[src/rtl/vga_pkg.sv]
// ----------------------------------------------------------------------------
// vga_pkg
// Shared VGA constants for the timing generator, the sprite fetch unit and the
// pixel mixer: active raster size, raster counter width and the colour type.
// ----------------------------------------------------------------------------
package vga_pkg;
    localparam int H_ACTIVE    = 640;
    localparam int V_ACTIVE    = 480;
    localparam int CNT_W       = 10;
    localparam int PIX_COLOR_W = 3;

    typedef logic [CNT_W-1:0]       count_t;
    typedef logic [PIX_COLOR_W-1:0] color_t;
endpackage

[src/rtl/sprite_pos_reg.sv]
// ----------------------------------------------------------------------------
// sprite_pos_reg
// Double-buffered sprite origin. pos_load captures pos_x/pos_y into a shadow
// and marks it pending; the pending shadow becomes active at the frame commit
// cycle (hcount==0, vcount==V_ACTIVE) and pos_ack pulses once. The armed flag
// goes high at the first commit after reset and qualifies sprite output.
// Optional macro SPRITE_HFLIP_EN adds hflip, buffered alongside the position.
// Ports:
//   vga_clk, reset       pixel clock, synchronous active-high reset
//   hcount, vcount       raster position (used only to detect commit)
//   pos_x, pos_y         requested origin, pos_load 1-cycle capture strobe
//   hflip / act_flip_r   (SPRITE_HFLIP_EN) requested / active mirror flag
//   act_x_r, act_y_r     active origin
//   armed_r              high once a commit has been seen since reset
//   commit_s             combinational commit-cycle indicator
//   pos_ack              1-cycle pulse when a pending shadow goes active
// ----------------------------------------------------------------------------
module sprite_pos_reg
    import vga_pkg::*;
(
    input  logic             vga_clk,
    input  logic             reset,
    input  logic [CNT_W-1:0] hcount,
    input  logic [CNT_W-1:0] vcount,
    input  logic [CNT_W-1:0] pos_x,
    input  logic [CNT_W-1:0] pos_y,
    input  logic             pos_load,
`ifdef SPRITE_HFLIP_EN
    input  logic             hflip,
    output logic             act_flip_r,
`endif
    output logic [CNT_W-1:0] act_x_r,
    output logic [CNT_W-1:0] act_y_r,
    output logic             armed_r,
    output logic             commit_s,
    output logic             pos_ack
);

    logic [CNT_W-1:0] shadow_x_r;
    logic [CNT_W-1:0] shadow_y_r;
    logic             pending_r;
`ifdef SPRITE_HFLIP_EN
    logic             shadow_flip_r;
`endif

    // Commit happens at the first blanking line after the active area.
    assign commit_s = (hcount == {CNT_W{1'b0}}) && (vcount == CNT_W'(V_ACTIVE));

    // Shadow/active position registers and commit handshake.
    always_ff @(posedge vga_clk) begin
        if (reset) begin
            shadow_x_r <= {CNT_W{1'b0}};
            shadow_y_r <= {CNT_W{1'b0}};
            act_x_r    <= {CNT_W{1'b0}};
            act_y_r    <= {CNT_W{1'b0}};
            pending_r  <= 1'b0;
            armed_r    <= 1'b0;
            pos_ack    <= 1'b0;
`ifdef SPRITE_HFLIP_EN
            shadow_flip_r <= 1'b0;
            act_flip_r    <= 1'b0;
`endif
        end else begin
            pos_ack <= commit_s && pending_r;
            if (commit_s) begin
                armed_r <= 1'b1;
            end
            // The commit always takes the shadow as it stood before this edge,
            // so a load landing on the commit cycle waits for the next frame.
            if (commit_s && pending_r) begin
                act_x_r <= shadow_x_r;
                act_y_r <= shadow_y_r;
`ifdef SPRITE_HFLIP_EN
                act_flip_r <= shadow_flip_r;
`endif
            end
            if (pos_load) begin
                shadow_x_r <= pos_x;
                shadow_y_r <= pos_y;
                pending_r  <= 1'b1;
`ifdef SPRITE_HFLIP_EN
                shadow_flip_r <= hflip;
`endif
            end else if (commit_s) begin
                pending_r <= 1'b0;
            end
        end
    end

endmodule

[src/rtl/sprite_addr_gen.sv]
// ----------------------------------------------------------------------------
// sprite_addr_gen
// Sprite fetch unit: from the raster position computes the sprite ROM address
// of the pixel under the beam at a movable, clipped origin, then qualifies the
// returned ROM colour with hit and colour-key transparency.
// Pipeline: raster at edge t -> rom_addr at t+1 -> pix_color/pix_valid at t+2.
// Optional macro SPRITE_HFLIP_EN adds the hflip input (horizontal mirror).
// Ports:
//   vga_clk, reset       pixel clock, synchronous active-high reset
//   hcount, vcount       raster position from the timing generator
//   pos_x, pos_y, pos_load  new origin and its capture strobe
//   hflip                (SPRITE_HFLIP_EN) mirror flag, captured with pos_load
//   pos_ack              pulse when a pending origin becomes active
//   rom_addr             registered sprite ROM address (holds when no hit)
//   rom_data             ROM data, one cycle after rom_addr
//   pix_color, pix_valid registered colour and opacity for the mixer
// ----------------------------------------------------------------------------
module sprite_addr_gen
    import vga_pkg::*;
#(
    parameter int               SPR_W      = 82,
    parameter int               SPR_H      = 123,
    parameter int               ADDR_W     = 14,
    parameter int               COLOR_W    = 3,
    parameter logic [COLOR_W-1:0] TRANSP_KEY = {COLOR_W{1'b0}}
) (
    input  logic               vga_clk,
    input  logic               reset,
    input  logic [CNT_W-1:0]   hcount,
    input  logic [CNT_W-1:0]   vcount,
    input  logic [CNT_W-1:0]   pos_x,
    input  logic [CNT_W-1:0]   pos_y,
    input  logic               pos_load,
`ifdef SPRITE_HFLIP_EN
    input  logic               hflip,
`endif
    output logic               pos_ack,
    output logic [ADDR_W-1:0]  rom_addr,
    input  logic [COLOR_W-1:0] rom_data,
    output logic [COLOR_W-1:0] pix_color,
    output logic               pix_valid
);

    localparam int EXT_W = CNT_W + 1;

    logic [CNT_W-1:0]  act_x_s;
    logic [CNT_W-1:0]  act_y_s;
    logic              armed_s;
    logic              commit_s;
    logic              act_flip_s;
    logic              col_hit_s;
    logic              row_hit_s;
    logic              hit_s;
    logic              line_end_s;
    logic [CNT_W-1:0]  col_s;
    logic [CNT_W-1:0]  off_s;
    logic [ADDR_W-1:0] addr_next_s;
    logic [ADDR_W-1:0] row_base_r;
    logic              hit_d1_r;
    logic              hit_d2_r;

    sprite_pos_reg u_pos (
        .vga_clk  (vga_clk),
        .reset    (reset),
        .hcount   (hcount),
        .vcount   (vcount),
        .pos_x    (pos_x),
        .pos_y    (pos_y),
        .pos_load (pos_load),
`ifdef SPRITE_HFLIP_EN
        .hflip    (hflip),
        .act_flip_r (act_flip_s),
`endif
        .act_x_r  (act_x_s),
        .act_y_r  (act_y_s),
        .armed_r  (armed_s),
        .commit_s (commit_s),
        .pos_ack  (pos_ack)
    );

`ifndef SPRITE_HFLIP_EN
    assign act_flip_s = 1'b0;
`endif

    // Hit test and address arithmetic; one extra bit keeps origin+size from wrapping.
    always_comb begin
        col_hit_s = ({1'b0, hcount} >= {1'b0, act_x_s})
                 && ({1'b0, hcount} <  ({1'b0, act_x_s} + EXT_W'(SPR_W)))
                 && ({1'b0, hcount} <  EXT_W'(H_ACTIVE));
        row_hit_s = ({1'b0, vcount} >= {1'b0, act_y_s})
                 && ({1'b0, vcount} <  ({1'b0, act_y_s} + EXT_W'(SPR_H)))
                 && ({1'b0, vcount} <  EXT_W'(V_ACTIVE));
        hit_s      = col_hit_s && row_hit_s;
        line_end_s = (hcount == CNT_W'(H_ACTIVE));
        col_s      = hcount - act_x_s;
        if (act_flip_s) begin
            off_s = CNT_W'(SPR_W - 1) - col_s;
        end else begin
            off_s = col_s;
        end
        addr_next_s = row_base_r + ADDR_W'(off_s);
    end

    // Row base accumulator, address register and two-stage output pipeline.
    always_ff @(posedge vga_clk) begin
        if (reset) begin
            row_base_r <= {ADDR_W{1'b0}};
            rom_addr   <= {ADDR_W{1'b0}};
            hit_d1_r   <= 1'b0;
            hit_d2_r   <= 1'b0;
            pix_valid  <= 1'b0;
            pix_color  <= {COLOR_W{1'b0}};
        end else begin
            // Row base steps by one sprite row at the first blanking column of
            // every line the sprite covered, replacing a row*SPR_W multiply.
            if (commit_s) begin
                row_base_r <= {ADDR_W{1'b0}};
            end else if (line_end_s && row_hit_s) begin
                row_base_r <= row_base_r + ADDR_W'(SPR_W);
            end
            if (hit_s) begin
                rom_addr <= addr_next_s;
            end
            hit_d1_r <= hit_s && armed_s;
            hit_d2_r <= hit_d1_r;
            if (hit_d2_r && (rom_data != TRANSP_KEY)) begin
                pix_valid <= 1'b1;
                pix_color <= rom_data;
            end else begin
                pix_valid <= 1'b0;
                pix_color <= {COLOR_W{1'b0}};
            end
        end
    end

endmodule

[config.mk]
export PLATFORM = sky130hd
export DESIGN_NAME = sprite_addr_gen
export DESIGN_NICKNAME = d
export VERILOG_FILES = /design/src/rtl/vga_pkg.sv /design/src/rtl/sprite_pos_reg.sv /design/src/rtl/sprite_addr_gen.sv
export SDC_FILE = /design/constraint.sdc
export NUM_CORES = 1
export LEC_CHECK = 0
export CORE_ASPECT_RATIO = 2
export CORE_UTILIZATION = 47
export DETAILED_ROUTE_END_ITERATION = 16
export DONT_BUFFER_PORTS = 1
export PLACE_DENSITY = 0.64
export SYNTH_ARGS = -nofsm -noshare
export SYNTH_HDL_FRONTEND = slang
export SYNTH_SLANG_ARGS = --single-unit
[constraint.sdc]
create_clock -name vga_clk -period 8 [get_ports vga_clk]
set_clock_uncertainty 0.2 [all_clocks]
set_input_delay 1.6 -clock vga_clk [delete_from_list [all_inputs] [get_ports vga_clk]]
set_output_delay 1.6 -clock vga_clk [all_outputs]
set_load 0.01 [all_outputs]
* Word level (Yosys, flattened, before mapping)
Cells that the tools add are included.
Widths: inputs -> output; s select.
** Word-level totals
- Register bits after elaboration :: 77
- Input port bits :: 46
- Output and inout port bits :: 19
- Logic and storage cells :: 45
** Operators by class
- Add/sub/neg operators :: 5
- $lt $le $gt $ge :: 6
- Equality and inequality tests :: 2
- Multiplexer cells :: 3
- Bitwise logic cells :: 1
- Reduce and logical (&&, ||, !) cells :: 15
** Operator list (number)
- $add 10x7->11 const B :: 2
- $lt 10x11->1 :: 2
- $ge 10x10->1 :: 2
- $add 14x10->14 :: 1
- $add 14x7->14 const B :: 1
- $eq 10x10->1 const B :: 1
- $eq 10x9->1 const B :: 1
- $logic_and 1x1->1 :: 10
- $logic_not 10->1 :: 1
- $lt 10x10->1 const B :: 1
- $lt 10x9->1 const B :: 1
- $sub 10x10->10 :: 1
- $reduce_or 2->1 :: 2
- $mux 1 :: 3
- $reduce_bool 3->1 :: 1
- $reduce_bool 2->1 :: 1
- $not 1->1 :: 1

* Longest topological paths before layout
- Depth after elaboration :: 6
- Mapped depth :: 17
- Gate-level depth less buffers :: 17

* Modules after synthesis
A second synthesis with hierarchy kept.
** Unflattened totals
- Cells, all modules :: 566
- Area total of the unflattened synthesis :: 4847.1 sq um
** By module, submodules not included
- sprite_addr_gen :: times used 1, cells an instance 387, area an instance 3160.5 sq um, sequential area each 660.6 sq um
- sprite_pos_reg :: times used 1, cells an instance 179, area an instance 1686.6 sq um, sequential area each 860.8 sq um

* Worst setup path before layout
Ideal clock, no wire load.
- Path type :: input to register
- Start :: input port hcount[0]
- End :: register rom_addr[13]
- Setup time :: 0.086 ns
- Data arrival time :: 4.179 ns
- Required time :: 7.714 ns
- Path slack :: 3.536 ns
- Cell stages on the path :: 17
- Buffers on the path :: 0
- Path through :: inv_1 > ha_1 > fa_1 > nor2b_1 > o211ai_1 > a21boi_1 > o21ai_1 > nand2b_1 > a21oi_1 > xnor2_1 > ha_1 > o21ai_1 > o21bai_1 > a21oi_1 > nor3b_1 > xnor2_1 > a211oi_1
** Between the ends
- Longest elaborated chain between the ends :: 4
- Elaborated cells on any way between the ends :: 8
- Classes of those cells :: add/sub (2); order compare (3); reduce/logical (3)
** Ends and longest elaborated chain
- from (decl) :: RTL line sprite_addr_gen.sv:29 : input logic [CNT_W-1:0] hcount,
- parallel branches: the longest is 4 deep, another holds $add 14x10->14
- to (signal assigned) :: RTL line sprite_addr_gen.sv:108 : rom_addr <= {ADDR_W{1'b0}};
- to (signal assigned) :: RTL line sprite_addr_gen.sv:122 : rom_addr <= addr_next_s;
- to (decl) :: RTL line sprite_addr_gen.sv:38 : output logic [ADDR_W-1:0] rom_addr,
Several ways; the timed one is not identified.
A chain may end at the register's enable or synchronous reset.

* Final worst setup path
Ends and elaborated chain as after synthesis.

==> results_tabular.tex <==
\begin{tabular}{lr}
\hline
Metric & Value \\
\hline
\multicolumn{2}{l}{\textbf{Status}} \\
Result of the run & finished clean \\
\multicolumn{2}{l}{\textbf{Yosys}} \\
Total nets after synthesis & 666 \\
Synth cell types & 57 \\
Synth area leaders & sky130\_fd\_sc\_hd\_\_dfxtp\_1, sky130\_fd\_sc\_hd\_\_ha\_1, sky130\_fd\_sc\_hd\_\_mux2i\_1 \\
Async set-reset flop share out of synthesis & 0\% \\
Yosys warns & 0 \\
Sequential cell area fraction in the yosys report & 31.56\% \\
Synth Cell Area & 0.004821 mm\^{}2 \\
Most numerous cell in the Yosys netlist & sky130\_fd\_sc\_hd\_\_dfxtp\_1 \\
Syn Area/Cell & 8.502 um\^{}2 \\
Synthesized netlist cell count & 567 \\
Leading post-synthesis cells by instance count & sky130\_fd\_sc\_hd\_\_dfxtp\_1, sky130\_fd\_sc\_hd\_\_nand2\_1, sky130\_fd\_sc\_hd\_\_nor2\_1 \\
Flip-flop cell with the highest count after synthesis & sky130\_fd\_sc\_hd\_\_dfxtp\_1 \\
Number of flip-flops and latches in the synthesized netlist & 76 \\
Biggest area consumer among synthesized cells & sky130\_fd\_sc\_hd\_\_dfxtp\_1 \\
Portion of synthesized cell area occupied by the leading cell type & 31.56\% \\
Number of synthesized flops with an enable pin & 0 \\
\multicolumn{2}{l}{\textbf{Setup path}} \\
Category of the most critical setup path & in2reg \\
Worst EP required & 8.06 ns \\
Crit path cell chain & inv\_1, ha\_1, fa\_1, nor2b\_1, o211ai\_1, a21boi\_1, o21ai\_1, nand2b\_1, a21oi\_1, xnor2\_1, ha\_1, o21ai\_1, o21bai\_1, a21oi\_1, nor3b\_1, xnor2\_1, a211oi\_1 \\
Startpoint type of the worst setup path & input pin \\
Peak fanout along the critical path & 3 \\
Crit path capture type & flip-flop \\
Maximum cell stage delay along the critical path & 0.40 ns \\
Signal arrival time at the worst endpoint & 4.61 ns \\
Cell with the biggest individual delay on the critical path & sky130\_fd\_sc\_hd\_\_fa\_1 \\
\multicolumn{2}{l}{\textbf{Pwr}} \\
Internal power contribution & 709.6 uW \\
Total power of the final layout & 911.2 uW \\
Maximum vdd ir drop & 0.1218 mV \\
Ratio of total power to cell area & 174.1 mW/mm\^{}2 \\
Net switching share of the total power & 22.13\% \\
Share of total power in the clock network & 48.3\% \\
Combinational share of power & 8.7\% \\
Static Leakage & 2.040 nW \\
Relative contribution of sequential cells to total power & 42.9\% \\
Net Switching & 201.7 uW \\
\multicolumn{2}{l}{\textbf{Finish}} \\
Area delta synth->final & 8.539\% \\
Final cell count without fillers & 697 \\
Core utilization of the finished layout & 52.22\% \\
Antenna diode count & 0 \\
Ratio of cells with drive above 1 in the final layout & 8.363\% \\
Final layout net count & 657 \\
Layout fillers & 988 \\
\multicolumn{2}{l}{\textbf{Placement}} \\
GP Congestion & 0.8893 \\
Detail Placement HPWL & 8887 um \\
Count of port buffers added during placement & 0 \\
Placed Cells incl. Taps & 682 \\
\multicolumn{2}{l}{\textbf{STA}} \\
Total negative setup slack & 0 ns \\
Pins Over Slew Limit & 0 \\
Min Clock Period, post-route & 4.557 ns \\
Setup-violating endpoint count in the final report & 0 \\
Final Cycle Share & 56.97\% \\
Number of hold-slack violations in the final timing report & 0 \\
Fmax & 219.4 MHz \\
RSZ-0062 raised after global routing & false \\
Transition at the pin with the smallest max-transition slack & 1.154 ns \\
Relative slew slack & 23.05\% \\
\multicolumn{2}{l}{\textbf{Drt}} \\
Routed len/inst & 16.11 um \\
Ratio of routed vias to standard cells & 5.634 \\
Residual antenna-violating net count after detailed routing & 0 \\
Iteration count of the initial detailed-routing pass & 4 \\
DRC errors left & 0 \\
Initial drt markers & 149 \\
Aggregate routed wire length & 11230 um \\
Vias after detailed routing & 3927 \\
\multicolumn{2}{l}{\textbf{Global route}} \\
Largest net degree at the start of global routing & 74 \\
Overflow after GRT & 0 \\
Global-route wire length before repair & 18160 um \\
Vias in the first global route & 4019 \\
Global-route met2 utilization & 41.74\% \\
All-Layer GR Usage & 22.30\% \\
Met1 track demand over resource & 20.10\% \\
Met3 Resource Use GR & 4.236\% \\
Most crowded layer after global routing & met2 \\
Antenna violations before repair & 0 \\
\multicolumn{2}{l}{\textbf{Floorplanning}} \\
Die Span X & 73.62 um \\
I/O pin count & 65 \\
Area of the die & 0.01069 mm\^{}2 \\
Cell row count & 52 \\
Vert. Die Dim & 145.2 um \\
Area of the core region & 0.01002 mm\^{}2 \\
Starting Density & 48.11\% \\
\multicolumn{2}{l}{\textbf{Clock tree}} \\
Number of buffers inserted during clock tree synthesis & 9 \\
Resized Gates After CTS & 0 \\
Buffer depth of the longest clock path & 2 \\
Clk Tree Root Cell & sky130\_fd\_sc\_hd\_\_clkbuf\_16 \\
Number of sinks driven by the clock tree & 76 \\
Clock tree from TritonCTS & yes \\
Number of setup buffers added after CTS & 0 \\
Cts hold-fix bufs & 0 \\
Clock transition at the registers of the reported paths & 0.05 ns \\
Number of H-tree levels & 3 \\
Latest clock arrival within the worst-skew pair & 0.34 ns \\
\multicolumn{2}{l}{\textbf{Job}} \\
Max-cap violation count & 0 \\
\multicolumn{2}{l}{\textbf{Min path}} \\
Kind of path behind the tightest hold check & reg2reg \\
\hline
\end{tabular}
sequential cells by signal (all words and copies together) (netlist names), 3 cells and up:
name,flops
u_pos.act_y_r,10
row_base_r,13
pix_color,3
u_pos.shadow_x_r,10
u_pos.shadow_y_r,10
rom_addr,14
u_pos.act_x_r,10
layout by cell type (no fill, tap or decap), types with 3 or more instances in the layout:
master,instances
sky130_fd_sc_hd__nand3_1,10
sky130_fd_sc_hd__nand4b_1,3
sky130_fd_sc_hd__a21oi_1,24
sky130_fd_sc_hd__or3_1,14
sky130_fd_sc_hd__a31oi_1,10
sky130_fd_sc_hd__a211oi_1,8
sky130_fd_sc_hd__nor2_1,52
sky130_fd_sc_hd__xnor2_1,28
sky130_fd_sc_hd__nand2b_1,5
sky130_fd_sc_hd__o21ai_0,8
sky130_fd_sc_hd__clkbuf_16,9
sky130_fd_sc_hd__o21ai_1,8
sky130_fd_sc_hd__nand4_1,11
sky130_fd_sc_hd__ha_1,51
sky130_fd_sc_hd__o31ai_1,5
sky130_fd_sc_hd__and2_1,3
sky130_fd_sc_hd__o21a_1,6
sky130_fd_sc_hd__and3_1,3
sky130_fd_sc_hd__inv_1,29
sky130_fd_sc_hd__or4_1,3
sky130_fd_sc_hd__dfxtp_1,76
sky130_fd_sc_hd__a21oi_2,20
sky130_fd_sc_hd__nor3_1,10
sky130_fd_sc_hd__xor2_1,3
sky130_fd_sc_hd__nor2b_1,10
sky130_fd_sc_hd__mux2i_1,31
sky130_fd_sc_hd__nand2_1,69
sky130_fd_sc_hd__a21o_1,5
sky130_fd_sc_hd__nor4_1,5
final timing paths:
check	startpoint	end	slack (ns)	cells past startpoint
setup / recovery	hcount[0]	rom_addr[13]$_SDFFE_PP0P_	3.44	17
hold / removal	hit_d1_r$_SDFF_PP0_	hit_d2_r$_SDFF_PP0_	0.24	1
setup reg to reg	u_pos.act_y_r[0]$_SDFFE_PP0P_	rom_addr[4]$_SDFFE_PP0P_	3.90	12
hold reg to reg	hit_d1_r$_SDFF_PP0_	hit_d2_r$_SDFF_PP0_	0.24	1
through the flow:
stage	hold slack, ns	setup slack, ns	instance area, um^2
2_1_floorplan	0.2138	3.536	4821
3_3_place_gp	0.2169	3.231	4907
3_5_place_dp	0.2354	3.156	4907
4_1_cts	0.2482	3.498	5233
5_1_grt	0.2632	3.088	5233
6_report	0.2421	3.443	5233
power by group through the flow:
| stage | clock network (mW) | registers, mW | logic (mW) |
|---|---|---|---|
| after detailed placement | 0 | 0.399 | 0.0795 |
| after global routing | 0.464 | 0.392 | 0.0897 |
| after global placement | 0 | 0.399 | 0.0769 |
| final | 0.440 | 0.391 | 0.0797 |
| after CTS | 0.450 | 0.391 | 0.0799 |
| after floorplan | 0 | 0.398 | 0.0712 |
per-layer routing:
metal	vias up	share of wire, %
met5	-	0
li1	1988	-
met3	40	3.1
met2	78	56
met1	1821	36
met4	0	5.7
worst max-delay path, delay by kind of cell:
family                     cells  cell delay, ns
xor gates and xnor gates       2            0.23
and+or+nand+nor                3            0.53
adders and majority gates      3            0.94
AOI/OAI and AO/OA              8            1.27
buffers and inverters          1            0.02
cells by family after synthesis:
group	share of synthesized area [%]
and+or+nand+nor	21.33
AOI/OAI and AO/OA	15.91
DFF	31.56
adders and majority gates	14.07
buffers and inverters	4.360
muxes	7.137
xor gates and xnor gates	5.632
final cells by class:
class	count	area [um^2]	area share, %
clock inverters	4	72.57	1.387
clock buffers	11	252.7	4.830
flip-flops and latches	76	1521	29.08
repair buffers	2	15.01	0.2869
inverters	30	112.6	2.152
well taps	135	168.9	3.228
multi-input cells	439	3089	59.04
No activity file was read; power rests on OpenSTA's default activity.
